**src/rtl/dircc_mbox_pkg.sv**
```systemverilog
// Shared register map and STATUS layout for the DiRCC HPS mailbox.
// Reg offsets, STATUS bit positions and a helper that assembles the STATUS word.
package dircc_mbox_pkg;

    typedef enum logic [1:0] {
        REG_TX_DATA = 2'd0,
        REG_RX_DATA = 2'd1,
        REG_STATUS  = 2'd2,
        REG_IRQ_EN  = 2'd3
    } reg_off_e;

    localparam int ST_TX_FULL      = 0;
    localparam int ST_RX_NONEMPTY  = 1;
    localparam int ST_OVF          = 2;
    localparam int ST_UDF          = 3;
    localparam int ST_TX_LEVEL_LSB = 8;
    localparam int ST_RX_LEVEL_LSB = 16;
    localparam int LEVEL_FIELD_W   = 8;

    typedef logic [LEVEL_FIELD_W-1:0] level_field_t;

    function automatic logic [31:0] pack_status(
        input logic         tx_full,
        input logic         rx_nonempty,
        input logic         ovf,
        input logic         udf,
        input level_field_t tx_level,
        input level_field_t rx_level
    );
        logic [31:0] s;
        s = '0;
        s[ST_TX_FULL]                            = tx_full;
        s[ST_RX_NONEMPTY]                        = rx_nonempty;
        s[ST_OVF]                                = ovf;
        s[ST_UDF]                                = udf;
        s[ST_TX_LEVEL_LSB +: LEVEL_FIELD_W]      = tx_level;
        s[ST_RX_LEVEL_LSB +: LEVEL_FIELD_W]      = rx_level;
        return s;
    endfunction

endpackage

```
**src/rtl/dircc_hps_mailbox_if.sv**
```systemverilog
// Avalon-MM slave bus of the mailbox: fixed read latency 1, no waitrequest.
interface dircc_hps_mailbox_if #(
    parameter int ADDR_WIDTH = 3,
    parameter int DATA_WIDTH = 32
);
    logic [ADDR_WIDTH-1:0] avs_address;
    logic                  avs_read;
    logic                  avs_write;
    logic [DATA_WIDTH-1:0] avs_writedata;
    logic [DATA_WIDTH-1:0] avs_readdata;
    logic                  avs_readdatavalid;

    modport master (
        output avs_address, avs_read, avs_write, avs_writedata,
        input  avs_readdata, avs_readdatavalid
    );

    modport slave (
        input  avs_address, avs_read, avs_write, avs_writedata,
        output avs_readdata, avs_readdatavalid
    );
endinterface

```
**src/rtl/dircc_mbox_fifo.sv**
```systemverilog
// Synchronous first-word-fall-through FIFO; head is always visible on data_o.
// A push while full is accepted only if a pop happens in the same cycle.
module dircc_mbox_fifo #(
    parameter int DATA_WIDTH = 32,
    parameter int DEPTH      = 16,
    localparam int LVL_W     = $clog2(DEPTH) + 1
) (
    input  logic                  clk,
    input  logic                  srst,
    input  logic                  push_i,
    input  logic                  pop_i,
    input  logic [DATA_WIDTH-1:0] data_i,
    output logic [DATA_WIDTH-1:0] data_o,
    output logic                  full_o,
    output logic                  empty_o,
    output logic [LVL_W-1:0]      level_o
);
    localparam int PTR_W = $clog2(DEPTH);

    logic [DATA_WIDTH-1:0] mem_q [DEPTH];
    logic [PTR_W-1:0]      wr_ptr_q, wr_ptr_d;
    logic [PTR_W-1:0]      rd_ptr_q, rd_ptr_d;
    logic [LVL_W-1:0]      level_q, level_d;
    logic                  push_ok;
    logic                  pop_ok;

    assign empty_o = (level_q == '0);
    assign full_o  = (level_q == LVL_W'(DEPTH));
    assign level_o = level_q;
    assign data_o  = mem_q[rd_ptr_q];

    // Pop on empty is ignored, so a push into an empty FIFO never bypasses.
    assign pop_ok  = pop_i && !empty_o;
    assign push_ok = push_i && (!full_o || pop_ok);

    always_comb begin
        wr_ptr_d = wr_ptr_q;
        rd_ptr_d = rd_ptr_q;
        level_d  = level_q;
        if (push_ok) wr_ptr_d = wr_ptr_q + PTR_W'(1);
        if (pop_ok)  rd_ptr_d = rd_ptr_q + PTR_W'(1);
        if (push_ok && !pop_ok) level_d = level_q + LVL_W'(1);
        if (pop_ok && !push_ok) level_d = level_q - LVL_W'(1);
    end

    always_ff @(posedge clk) begin
        if (srst) begin
            wr_ptr_q <= '0;
            rd_ptr_q <= '0;
            level_q  <= '0;
        end else begin
            wr_ptr_q <= wr_ptr_d;
            rd_ptr_q <= rd_ptr_d;
            level_q  <= level_d;
        end
    end

    always_ff @(posedge clk) begin
        if (push_ok) mem_q[wr_ptr_q] <= data_i;
    end

endmodule

```
**src/rtl/dircc_hps_mailbox.sv**
```systemverilog
// HPS<->fabric mailbox: NUM_CHANNELS channels, each with a TX and RX FIFO,
// sticky ovf/udf flags, an irq enable and a registered level interrupt.
module dircc_hps_mailbox
    import dircc_mbox_pkg::*;
#(
    parameter int NUM_CHANNELS = 2,
    parameter int DATA_WIDTH   = 32,
    parameter int FIFO_DEPTH   = 16
) (
    input  logic                             clk_clk,
    input  logic                             reset_reset,
    dircc_hps_mailbox_if.slave               avs,
    output logic [NUM_CHANNELS-1:0]          tx_valid,
    output logic [NUM_CHANNELS*DATA_WIDTH-1:0] tx_data,
    input  logic [NUM_CHANNELS-1:0]          tx_ready,
    input  logic [NUM_CHANNELS-1:0]          rx_valid,
    input  logic [NUM_CHANNELS*DATA_WIDTH-1:0] rx_data,
    output logic [NUM_CHANNELS-1:0]          rx_ready,
    output logic [NUM_CHANNELS-1:0]          irq
);
    localparam int ADDR_WIDTH = $clog2(NUM_CHANNELS) + 2;
    localparam int LVL_W      = $clog2(FIFO_DEPTH) + 1;

    reg_off_e              reg_sel;
    logic [ADDR_WIDTH-1:0] chan_addr;
    logic [DATA_WIDTH-1:0] ch_rdata [NUM_CHANNELS];
    logic [DATA_WIDTH-1:0] rdata_d, readdata_q;
    logic                  readdatavalid_q;
    logic                  unused_wdata;

    assign reg_sel      = reg_off_e'(avs.avs_address[1:0]);
    assign chan_addr    = avs.avs_address >> 2;
    assign unused_wdata = ^avs.avs_writedata;

    for (genvar gi = 0; gi < NUM_CHANNELS; gi++) begin : g_ch
        logic                  chan_hit;
        logic                  wr_tx, rd_rx, wr_st, wr_ie;
        logic                  tx_full, tx_empty, tx_pop;
        logic                  rx_full, rx_empty, rx_push;
        logic [LVL_W-1:0]      tx_level, rx_level;
        logic [DATA_WIDTH-1:0] tx_head, rx_head, status_w, rdata_c;
        logic                  ovf_q, ovf_d, udf_q, udf_d;
        logic                  irq_en_q, irq_en_d, irq_q, irq_d;

        assign chan_hit = (chan_addr == ADDR_WIDTH'(gi));
        assign wr_tx    = avs.avs_write && chan_hit && (reg_sel == REG_TX_DATA);
        assign wr_st    = avs.avs_write && chan_hit && (reg_sel == REG_STATUS);
        assign wr_ie    = avs.avs_write && chan_hit && (reg_sel == REG_IRQ_EN);
        assign rd_rx    = avs.avs_read  && chan_hit && (reg_sel == REG_RX_DATA);

        assign tx_pop   = tx_ready[gi] && !tx_empty;
        // RX never takes a word while full, even if the host pops that cycle.
        assign rx_push  = rx_valid[gi] && !rx_full;

        dircc_mbox_fifo #(.DATA_WIDTH(DATA_WIDTH), .DEPTH(FIFO_DEPTH)) u_tx_fifo (
            .clk(clk_clk), .srst(reset_reset),
            .push_i(wr_tx), .pop_i(tx_pop), .data_i(avs.avs_writedata),
            .data_o(tx_head), .full_o(tx_full), .empty_o(tx_empty), .level_o(tx_level)
        );

        dircc_mbox_fifo #(.DATA_WIDTH(DATA_WIDTH), .DEPTH(FIFO_DEPTH)) u_rx_fifo (
            .clk(clk_clk), .srst(reset_reset),
            .push_i(rx_push), .pop_i(rd_rx), .data_i(rx_data[gi*DATA_WIDTH +: DATA_WIDTH]),
            .data_o(rx_head), .full_o(rx_full), .empty_o(rx_empty), .level_o(rx_level)
        );

        assign tx_valid[gi]                           = !tx_empty;
        assign tx_data[gi*DATA_WIDTH +: DATA_WIDTH]   = tx_head;
        assign rx_ready[gi]                           = !rx_full;
        assign irq[gi]                                = irq_q;

        // Clear is applied first so a same-cycle set event wins.
        always_comb begin
            ovf_d    = ovf_q;
            udf_d    = udf_q;
            irq_en_d = irq_en_q;
            if (wr_st) begin
                ovf_d = ovf_q & ~avs.avs_writedata[ST_OVF];
                udf_d = udf_q & ~avs.avs_writedata[ST_UDF];
            end
            if (wr_tx && tx_full && !tx_pop) ovf_d = 1'b1;
            if (rd_rx && rx_empty)           udf_d = 1'b1;
            if (wr_ie) irq_en_d = avs.avs_writedata[0];
            irq_d = irq_en_q && !rx_empty;
        end

        always_ff @(posedge clk_clk) begin
            if (reset_reset) begin
                ovf_q    <= 1'b0;
                udf_q    <= 1'b0;
                irq_en_q <= 1'b0;
                irq_q    <= 1'b0;
            end else begin
                ovf_q    <= ovf_d;
                udf_q    <= udf_d;
                irq_en_q <= irq_en_d;
                irq_q    <= irq_d;
            end
        end

        assign status_w = DATA_WIDTH'(pack_status(tx_full, !rx_empty, ovf_q, udf_q,
                                                  LEVEL_FIELD_W'(tx_level),
                                                  LEVEL_FIELD_W'(rx_level)));

        always_comb begin
            rdata_c = '0;
            if (avs.avs_read && chan_hit) begin
                case (reg_sel)
                    REG_RX_DATA: rdata_c = rx_empty ? '0 : rx_head;
                    REG_STATUS:  rdata_c = status_w;
                    REG_IRQ_EN:  rdata_c = DATA_WIDTH'(irq_en_q);
                    default:     rdata_c = '0;
                endcase
            end
        end

        assign ch_rdata[gi] = rdata_c;
    end

    // Out-of-range channels match no slot, so they read as zero.
    always_comb begin
        rdata_d = '0;
        for (int i = 0; i < NUM_CHANNELS; i++) rdata_d = rdata_d | ch_rdata[i];
    end

    always_ff @(posedge clk_clk) begin
        if (reset_reset) begin
            readdata_q      <= '0;
            readdatavalid_q <= 1'b0;
        end else begin
            readdata_q      <= rdata_d;
            readdatavalid_q <= avs.avs_read;
        end
    end

    assign avs.avs_readdata      = readdata_q;
    assign avs.avs_readdatavalid = readdatavalid_q;

endmodule
```
**src/flat_wrapper.sv**
```systemverilog
// flat-port wrapper written by rule: the top's interface ports become plain ports
module dircc_hps_mailbox_flat import dircc_mbox_pkg::*;
#(
    parameter int NUM_CHANNELS = 2,
    parameter int DATA_WIDTH   = 32,
    parameter int FIFO_DEPTH   = 16
)
  (clk_clk, reset_reset, tx_valid, tx_data, tx_ready, rx_valid, rx_data, rx_ready, irq, avs_avs_address, avs_avs_read, avs_avs_write, avs_avs_writedata, avs_avs_readdata, avs_avs_readdatavalid);
  dircc_hps_mailbox_if #(.DATA_WIDTH(DATA_WIDTH)) avs_i ();
  input  logic clk_clk;
  input  logic reset_reset;
  output logic [NUM_CHANNELS-1:0] tx_valid;
  output logic [NUM_CHANNELS*DATA_WIDTH-1:0] tx_data;
  input  logic [NUM_CHANNELS-1:0] tx_ready;
  input  logic [NUM_CHANNELS-1:0] rx_valid;
  input  logic [NUM_CHANNELS*DATA_WIDTH-1:0] rx_data;
  output logic [NUM_CHANNELS-1:0] rx_ready;
  output logic [NUM_CHANNELS-1:0] irq;
  input wire logic [$bits(avs_i.avs_address)-1:0] avs_avs_address;
  input wire logic [$bits(avs_i.avs_read)-1:0] avs_avs_read;
  input wire logic [$bits(avs_i.avs_write)-1:0] avs_avs_write;
  input wire logic [$bits(avs_i.avs_writedata)-1:0] avs_avs_writedata;
  output wire logic [$bits(avs_i.avs_readdata)-1:0] avs_avs_readdata;
  output wire logic [$bits(avs_i.avs_readdatavalid)-1:0] avs_avs_readdatavalid;
  assign avs_i.avs_address = avs_avs_address;
  assign avs_i.avs_read = avs_avs_read;
  assign avs_i.avs_write = avs_avs_write;
  assign avs_i.avs_writedata = avs_avs_writedata;
  assign avs_avs_readdata = avs_i.avs_readdata;
  assign avs_avs_readdatavalid = avs_i.avs_readdatavalid;
  dircc_hps_mailbox #(.NUM_CHANNELS(NUM_CHANNELS), .DATA_WIDTH(DATA_WIDTH), .FIFO_DEPTH(FIFO_DEPTH)) u_core (.clk_clk(clk_clk), .reset_reset(reset_reset), .avs(avs_i), .tx_valid(tx_valid), .tx_data(tx_data), .tx_ready(tx_ready), .rx_valid(rx_valid), .rx_data(rx_data), .rx_ready(rx_ready), .irq(irq));
endmodule
```
**config.mk**
```make
export PLATFORM = sky130hd
export DESIGN_NAME = dircc_hps_mailbox_flat
export DESIGN_NICKNAME = d
export VERILOG_FILES = /design/src/rtl/dircc_mbox_pkg.sv /design/src/rtl/dircc_hps_mailbox_if.sv /design/src/rtl/dircc_mbox_fifo.sv /design/src/rtl/dircc_hps_mailbox.sv /design/src/flat_wrapper.sv
export SDC_FILE = /design/constraint.sdc
export NUM_CORES = 2
export LEC_CHECK = 0
export ABC_AREA = 1
export CORE_UTILIZATION = 35
export CTS_CLUSTER_DIAMETER = 50
export DETAILED_ROUTE_END_ITERATION = 10
export PLACE_DENSITY_LB_ADDON = 0.12
export SKIP_LAST_GASP = 1
export SYNTH_ARGS = -nofsm -noshare
export SYNTH_HDL_FRONTEND = slang
export SYNTH_SLANG_ARGS = --single-unit
```
**constraint.sdc**
```tcl
create_clock -name clk_clk -period 2.6 [get_ports clk_clk]
set_input_delay 0.26 -clock clk_clk [delete_from_list [all_inputs] [get_ports clk_clk]]
set_output_delay 0.26 -clock clk_clk [all_outputs]
set_load 0.05 [all_outputs]
```
# --- After elaboration in Yosys (flattened, before gate mapping) ---
# Memory sizes are Yosys's and may differ from the RTL's. A register that Yosys moved wholly into a read port is not among the register bits.
# Cells that the tools add are included.
classes:
  addsub: 16
  n_eq_ne: 7
  mux: 38
  bitwise_logic: 7
  n_reduce_logical: 76
op_table:
  columns: ["op", "n"]
  rows:
  - ["$pmux W32 S3", 2]
  - ["$mux W32", 4]
  - ["$logic_and A1 B1 Y1", 40]
  - ["$mux W5", 8]
  - ["$add A4 B1 Y4 const B", 8]
  - ["$mux W4", 8]
  - ["$or A32 B32 Y32", 1]
  - ["$add A5 B1 Y5 const B", 4]
  - ["$eq A5 B5 Y1 const B", 4]
  - ["$logic_not A5 Y1", 4]
  - ["$sub A5 B1 Y5 const B", 4]
  - ["$logic_not A1 Y1", 18]
  - ["$mux W1", 16]
  - ["$reduce_bool A2 Y1", 8]
  - ["$and A1 B1 Y1", 4]
  - ["$eq A2 B2 Y1 const B", 2]
  - ["$logic_or A1 B1 Y1", 4]
  - ["$logic_not A3 Y1", 1]
  - ["$eq A2 B1 Y1 const B", 1]
  - ["$logic_not A2 Y1", 1]
  - ["$not A1 Y1", 2]
totals:
  regBits: 93
  ram_bits: 2048
  output_inout_bits: 103
  word_cells: 170
  n_memories: 4
memory_table:
  columns: ["name", "words", "width", "rd", "rd_ports_with_merged_regs", "write_ports", "line_no", "source"]
  rows:
  - ["u_core.g_ch[0].u_rx_fifo.mem_q", 16, 32, 1, 1, 1, "dircc_mbox_fifo.sv:20", "logic [DATA_WIDTH-1:0] mem_q [DEPTH];"]
  - ["u_core.g_ch[0].u_tx_fifo.mem_q", 16, 32, 1, 1, 1, "dircc_mbox_fifo.sv:20", null]
  - ["u_core.g_ch[1].u_rx_fifo.mem_q", 16, 32, 1, 1, 1, "dircc_mbox_fifo.sv:20", null]
  - ["u_core.g_ch[1].u_tx_fifo.mem_q", 16, 32, 1, 1, 1, "dircc_mbox_fifo.sv:20", null]

# --- Logic depth before layout (Yosys ltp) ---
logic_depth:
  word_depth: 9
  mapped_depth: 16

# --- Cells and area by module ---
# A second synthesis with hierarchy kept.
unflattened:
  hier_cells: 7291
  area_unflattened_um2: 89438.3
modules_own_cells:
  columns: ["mod", "n_inst", "cells_each", "area_per_inst_um2", "seq_area_each_um2"]
  rows:
  - ["dircc_mbox_fifo at u_core.g_ch[0].u_tx_fifo ...", 2, 1747, 21842.2, 15715.1]
  - ["dircc_mbox_fifo at u_core.g_ch[1].u_tx_fifo", 1, 1744, 21972.3, 15715.1]
  - ["dircc_mbox_fifo at u_core.g_ch[0].u_rx_fifo", 1, 1744, 21807.2, 15715.1]
  - ["dircc_hps_mailbox", 1, 309, 1974.4, 820.8]

# --- Least setup slack after synthesis ---
# No wires, ideal clock.
synth_timing:
  path_type: "register to register"
  from: "register u_core.g_ch[0].u_rx_fifo.level_q[0]"
  to: "memory u_core.g_ch[0].u_rx_fifo.mem_q[11][0], enable pin"
  setup_time_ns: 0.421
  arrival_ns: 2.704
  required_ns: 2.179
  setup_slack_ns: -0.525
  stages_incl_launch_ff: 7
  n_path_buf: 0
  synth_period_minus_slack_ns: 3.125
  path_cell_list: "dfxtp_1 nor4_2 nand2_1 nand2_1 inv_1 nand3_1 nor2_1"
synth_lines:
  columns: ["item", "line_no", "source"]
  rows:
  - ["from (decl)", "dircc_mbox_fifo.sv:23", "logic [LVL_W-1:0] level_q, level_d;"]
  - ["from (signal assigned)", "dircc_mbox_fifo.sv:54", "level_q <= level_d;"]
  - ["$eq A5 B5 Y1 (*)", "dircc_mbox_fifo.sv:28", "assign full_o = (level_q == LVL_W'(DEPTH));"]
  - ["$logic_not A1 Y1 (*)", null, null]
  - ["via rx_ready[0]", "flat_wrapper.sv:17", "output logic [NUM_CHANNELS-1:0] rx_ready;"]
  - ["$logic_and A1 B1 Y1 / $logic_or A1 B1 Y1 (equally long branches)", "dircc_hps_mailbox.sv:53, dircc_mbox_fifo.sv:34", null]
  - ["$logic_and A1 B1 Y1 (*)", "dircc_mbox_fifo.sv:34", "assign push_ok = push_i && (!full_o || pop_ok);"]
  - ["$mux W1 (*)", "dircc_mbox_fifo.sv:59", "if (push_ok) mem_q[wr_ptr_q] <= data_i;"]
  - ["$mux W1 (implied by the code) (*)", "dircc_mbox_fifo.sv:59", null]
  - ["to (decl)", "dircc_mbox_fifo.sv:20", null]
# The timed path passes the listed nets; every way through them passes the cells marked *.

==> results.json <==
{
  "outcome": "complete, but fails checks",
  "violations": "negative setup slack",
  "finClkSkew_ns": 0.0507,
  "slowest_stage": "dfxtp_4",
  "drive_above_1_share_pct": 16.1,
  "synthArstFlopShare_pct": 0,
  "dr.pass1.iters": 6,
  "drt-initial-drc-count": 4362,
  "syn_inst": 6684,
  "hold_end": "u_core.g_ch[0].irq_en_q$_SDFFE_PP0P_",
  "fin_ws_ns": -0.372,
  "fin_crit_ns": 2.97,
  "portBuffers": 209,
  "slowest_delay_ns": 0.37,
  "synth_fp_nets": 6828,
  "worst_slew_pin_slew_ns": 0.833,
  "rrSetupSlack_ns": 0.18,
  "leakagePower_nw": 37.5,
  "clock_sinks": 2157,
  "start_kind": "flip-flop",
  "clock.fmax_mhz": 336,
  "cp_num_buf_inv": 5,
  "io_pins": 210,
  "multi_input_area_um2": 20400,
  "powerDensity_nw_per_um2": 890,
  "die_area_um2": 250000,
  "clock_path_buffers": 4,
  "rr_endpoint": "u_core.g_ch[1].u_rx_fifo.level_o[4]$_SDFFE_PP0P_",
  "ctsRootBufferMaster": "clkbuf_16",
  "fillers": 22100,
  "cts_tree": "built",
  "slew_headroom_pct": 44.5,
  "place_ws_ns": -0.354,
  "drv_slew": 0,
  "synth.distinct_cells": 33,
  "crit_path_cell_trace": "buf_12 -> buf_8 -> buf_6 -> buf_6 -> mux2i_1 -> o21ai_1 -> o211ai_1 -> nand2_2 -> buf_12",
  "hold_depth": 5,
  "grt_usage_pct": 20.1,
  "final_common_cell": "edfxtp_1",
  "wl_met2_mm": 122,
  "ys.flop_type": "edfxtp_1",
  "avgViaCountPerCell": 5.11,
  "nets": 7396,
  "hold_class": "in2reg",
  "h-tree-depth": 5,
  "final_cell_mix": "2,048 x edfxtp_1, 752 x nand2_1, 575 x nor2_1",
  "start_util_pct": 35.2,
  "synth_seq_area_share_pct": 73.5,
  "die_y_um": 500,
  "yosys_warnings": 0,
  "place_congestion": 0.784,
  "critPathRequiredTime_ns": 2.34,
  "die_x_um": 500,
  "grt_pass1_wl_mm": 371,
  "vias": 54600,
  "syn_area_um2": 86600,
  "coreArea_um2": 246000,
  "finalCritPeriodShare_pct": 114,
  "syn_area_per_cell_um2": 13.0,
  "dp.cells": 10100,
  "path_clk_slew_ns": 0.05,
  "final_util_pct": 44.1,
  "grt_pass1_vias": 53500,
  "place_hpwl_mm": 148,
  "setup_viol": 64,
  "wirelength_mm": 257,
  "fin_cells": 10700,
  "crit_type": "reg2out",
  "final-hold-violation-count": 0,
  "critPathCaptureType": "output pin",
  "crit_family": "buffers and inverters",
  "place_area_um2": 97000,
  "ir_worst_vdd_uv": 528,
  "highest-signal-layer": "met5",
  "areaGrowthSynthToFinish_pct": 25.1,
  "antenna_found_initial": 29,
  "r2r_start": "u_core.g_ch[1].u_rx_fifo.level_o[0]$_SDFFE_PP0P_",
  "final_cell_area_um2": 108000,
  "cap_violations": 0,
  "rsz0062_at_grt": "yes",
  "synth_edf_count": 2048,
  "reg2regPathDepth": 12,
  "synth.ff_latch_count": 2157,
  "worstHoldStart": "avs_avs_write",
  "drtAntennaViolNets": 0,
  "clock_latency_ns": 0.92,
  "wl_met3_mm": 12.7,
  "cts_buffers": 285,
  "grt_max_degree": 108,
  "cp_max_fo": 5,
  "wl_met1_mm": 115,
  "drc_errors": 0,
  "fp-row-count": 182,
  "grt_overflow": 0,
  "post_drt_wl_per_cell_um": 24.1,
  "crit_arrival_ns": 2.71,
  "regArea_um2": 63700
}
## Yosys cell counts (10+ instances only)
master / instances / area share [%]
buf_4: 45 / 0.39
o211ai_1: 454 / 3.9
o21ai_1: 16 / 0.092
buf_1: 31 / 0.13
dfxtp_1: 109 / 2.5
xor2_1: 13 / 0.13
edfxtp_1: 2048 / 71
inv_1: 464 / 2.0
o21ai_0: 675 / 3.9
buf_2: 137 / 0.79
a21oi_1: 346 / 2.0
nand2_1: 812 / 3.5
mux2i_1: 256 / 3.0
nand3_1: 364 / 2.1
ha_1: 34 / 0.49
inv_2: 10 / 0.043
nor2_1: 639 / 2.8
clkbuf_1: 190 / 0.82
## worst register-to-register path: cells and delay by family, from the launching register on
family                     cells  cell delay (ns)
and+or+nand+nor                6             0.87
xor gates and xnor gates       1             0.18
DFF                            1             0.32
buffers and inverters          1             0.05
adders and majority gates      2             0.61
AOI/OAI and AO/OA              2             0.33
## through the flow
step,power (mW),hold slack (ns),TNS [ns]
finish,96.5,0.141,-18.07
global route,100,0.112,-26.64
CTS,96.1,0.0606,-25.38
detailed placement,56.8,0.446,-142.51
global placement,56.7,0.445,-138.09
floorplan,48.9,0.359,-228.78
## logic make-up after synthesis
family	Yosys count	share of synthesized area [%]
adder cells (fa/ha/maj)	37	0.560
buffers and inverters	885	4.28
flip-flops	2157	73.5
AO/OA/AOI/OAI	1506	10.0
XOR/XNOR	19	0.192
multiplexers	256	2.96
AND/OR/NAND/NOR	1824	8.47
## how the worst max path moves through the flow
stage | to | start | depth (start not counted) | slack [ns]
final | tx_data[30] | flip-flop | 9 | -0.37
after global routing | tx_data[31] | flip-flop | 8 | -0.48
after CTS | tx_data[52] | flip-flop | 8 | -0.45
after detailed placement | u_core.g_ch[1].u_rx_fifo.level_o[4]$_SDFFE_PP0P_ | avs_avs_address[0] | 15 | -0.35
after global placement | u_core.g_ch[1].u_rx_fifo.level_o[3]$_SDFFE_PP0P_ | avs_avs_address[0] | 15 | -0.46
after floorplan | u_core.g_ch[0].u_rx_fifo.mem_q[0][0]$_DFFE_PP_ | u_core.g_ch[0].u_rx_fifo.level_o[0]$_SDFFE_PP0P_ | 6 | -0.51
## layer usage
layer	global-route usage, %	up-vias
met3	3.35	438
li1	-	25400
met2	32.5	1310
met1	27.5	27400
met4	6.42	30
met5	0	-
## registers in the layout (all words and copies together), names as in the netlist, named ones only
register,cells
u_core.avs.avs_readdata,32
u_core.avs.avs_readdatavalid,1
u_core.g_ch.irq_en_q,2
u_core.g_ch.irq_q,2
u_core.g_ch.ovf_q,2
u_core.g_ch.u_rx_fifo.level_o,10
u_core.g_ch.u_rx_fifo.mem_q,1024
u_core.g_ch.u_rx_fifo.rd_ptr_q,8
u_core.g_ch.u_rx_fifo.wr_ptr_q,8
u_core.g_ch.u_tx_fifo.level_o,10
u_core.g_ch.u_tx_fifo.mem_q,1024
u_core.g_ch.u_tx_fifo.rd_ptr_q,8
u_core.g_ch.u_tx_fifo.wr_ptr_q,8
u_core.g_ch.udf_q,2
## repair_timing
action / 4_1_cts / 5_1_grt
cloned: 22 / 17
buffers inserted: 41 / 18
pin swaps: 97 / 117
resized for setup: 207 / 208
hold endpoints to repair: 17 / 0
setup endpoints to repair: 69 / 72
hold buffers: 2 / 0
## power breakdown
part | switching (mW) | internal, mW | total, mW
clock | 14.8 | 22.1 | 36.9
combinational | 11.9 | 8.95 | 20.9
sequential | 0.313 | 38.4 | 38.7
## layout make-up
| type | instances | share of cell area [%] |
|---|---|---|
| Sequential cell | 2157 | 58.8 |
| Clock inverter | 147 | 1.20 |
| Timing Repair Buffer | 692 | 8.88 |
| Antenna cell | 9 | 0.0208 |
| Inverter | 474 | 1.67 |
| Multi-Input combinational cell | 3642 | 18.8 |
| Tap cell | 3220 | 3.72 |
| Clock buffer | 340 | 6.87 |
(Power assumes the default switching activity.)
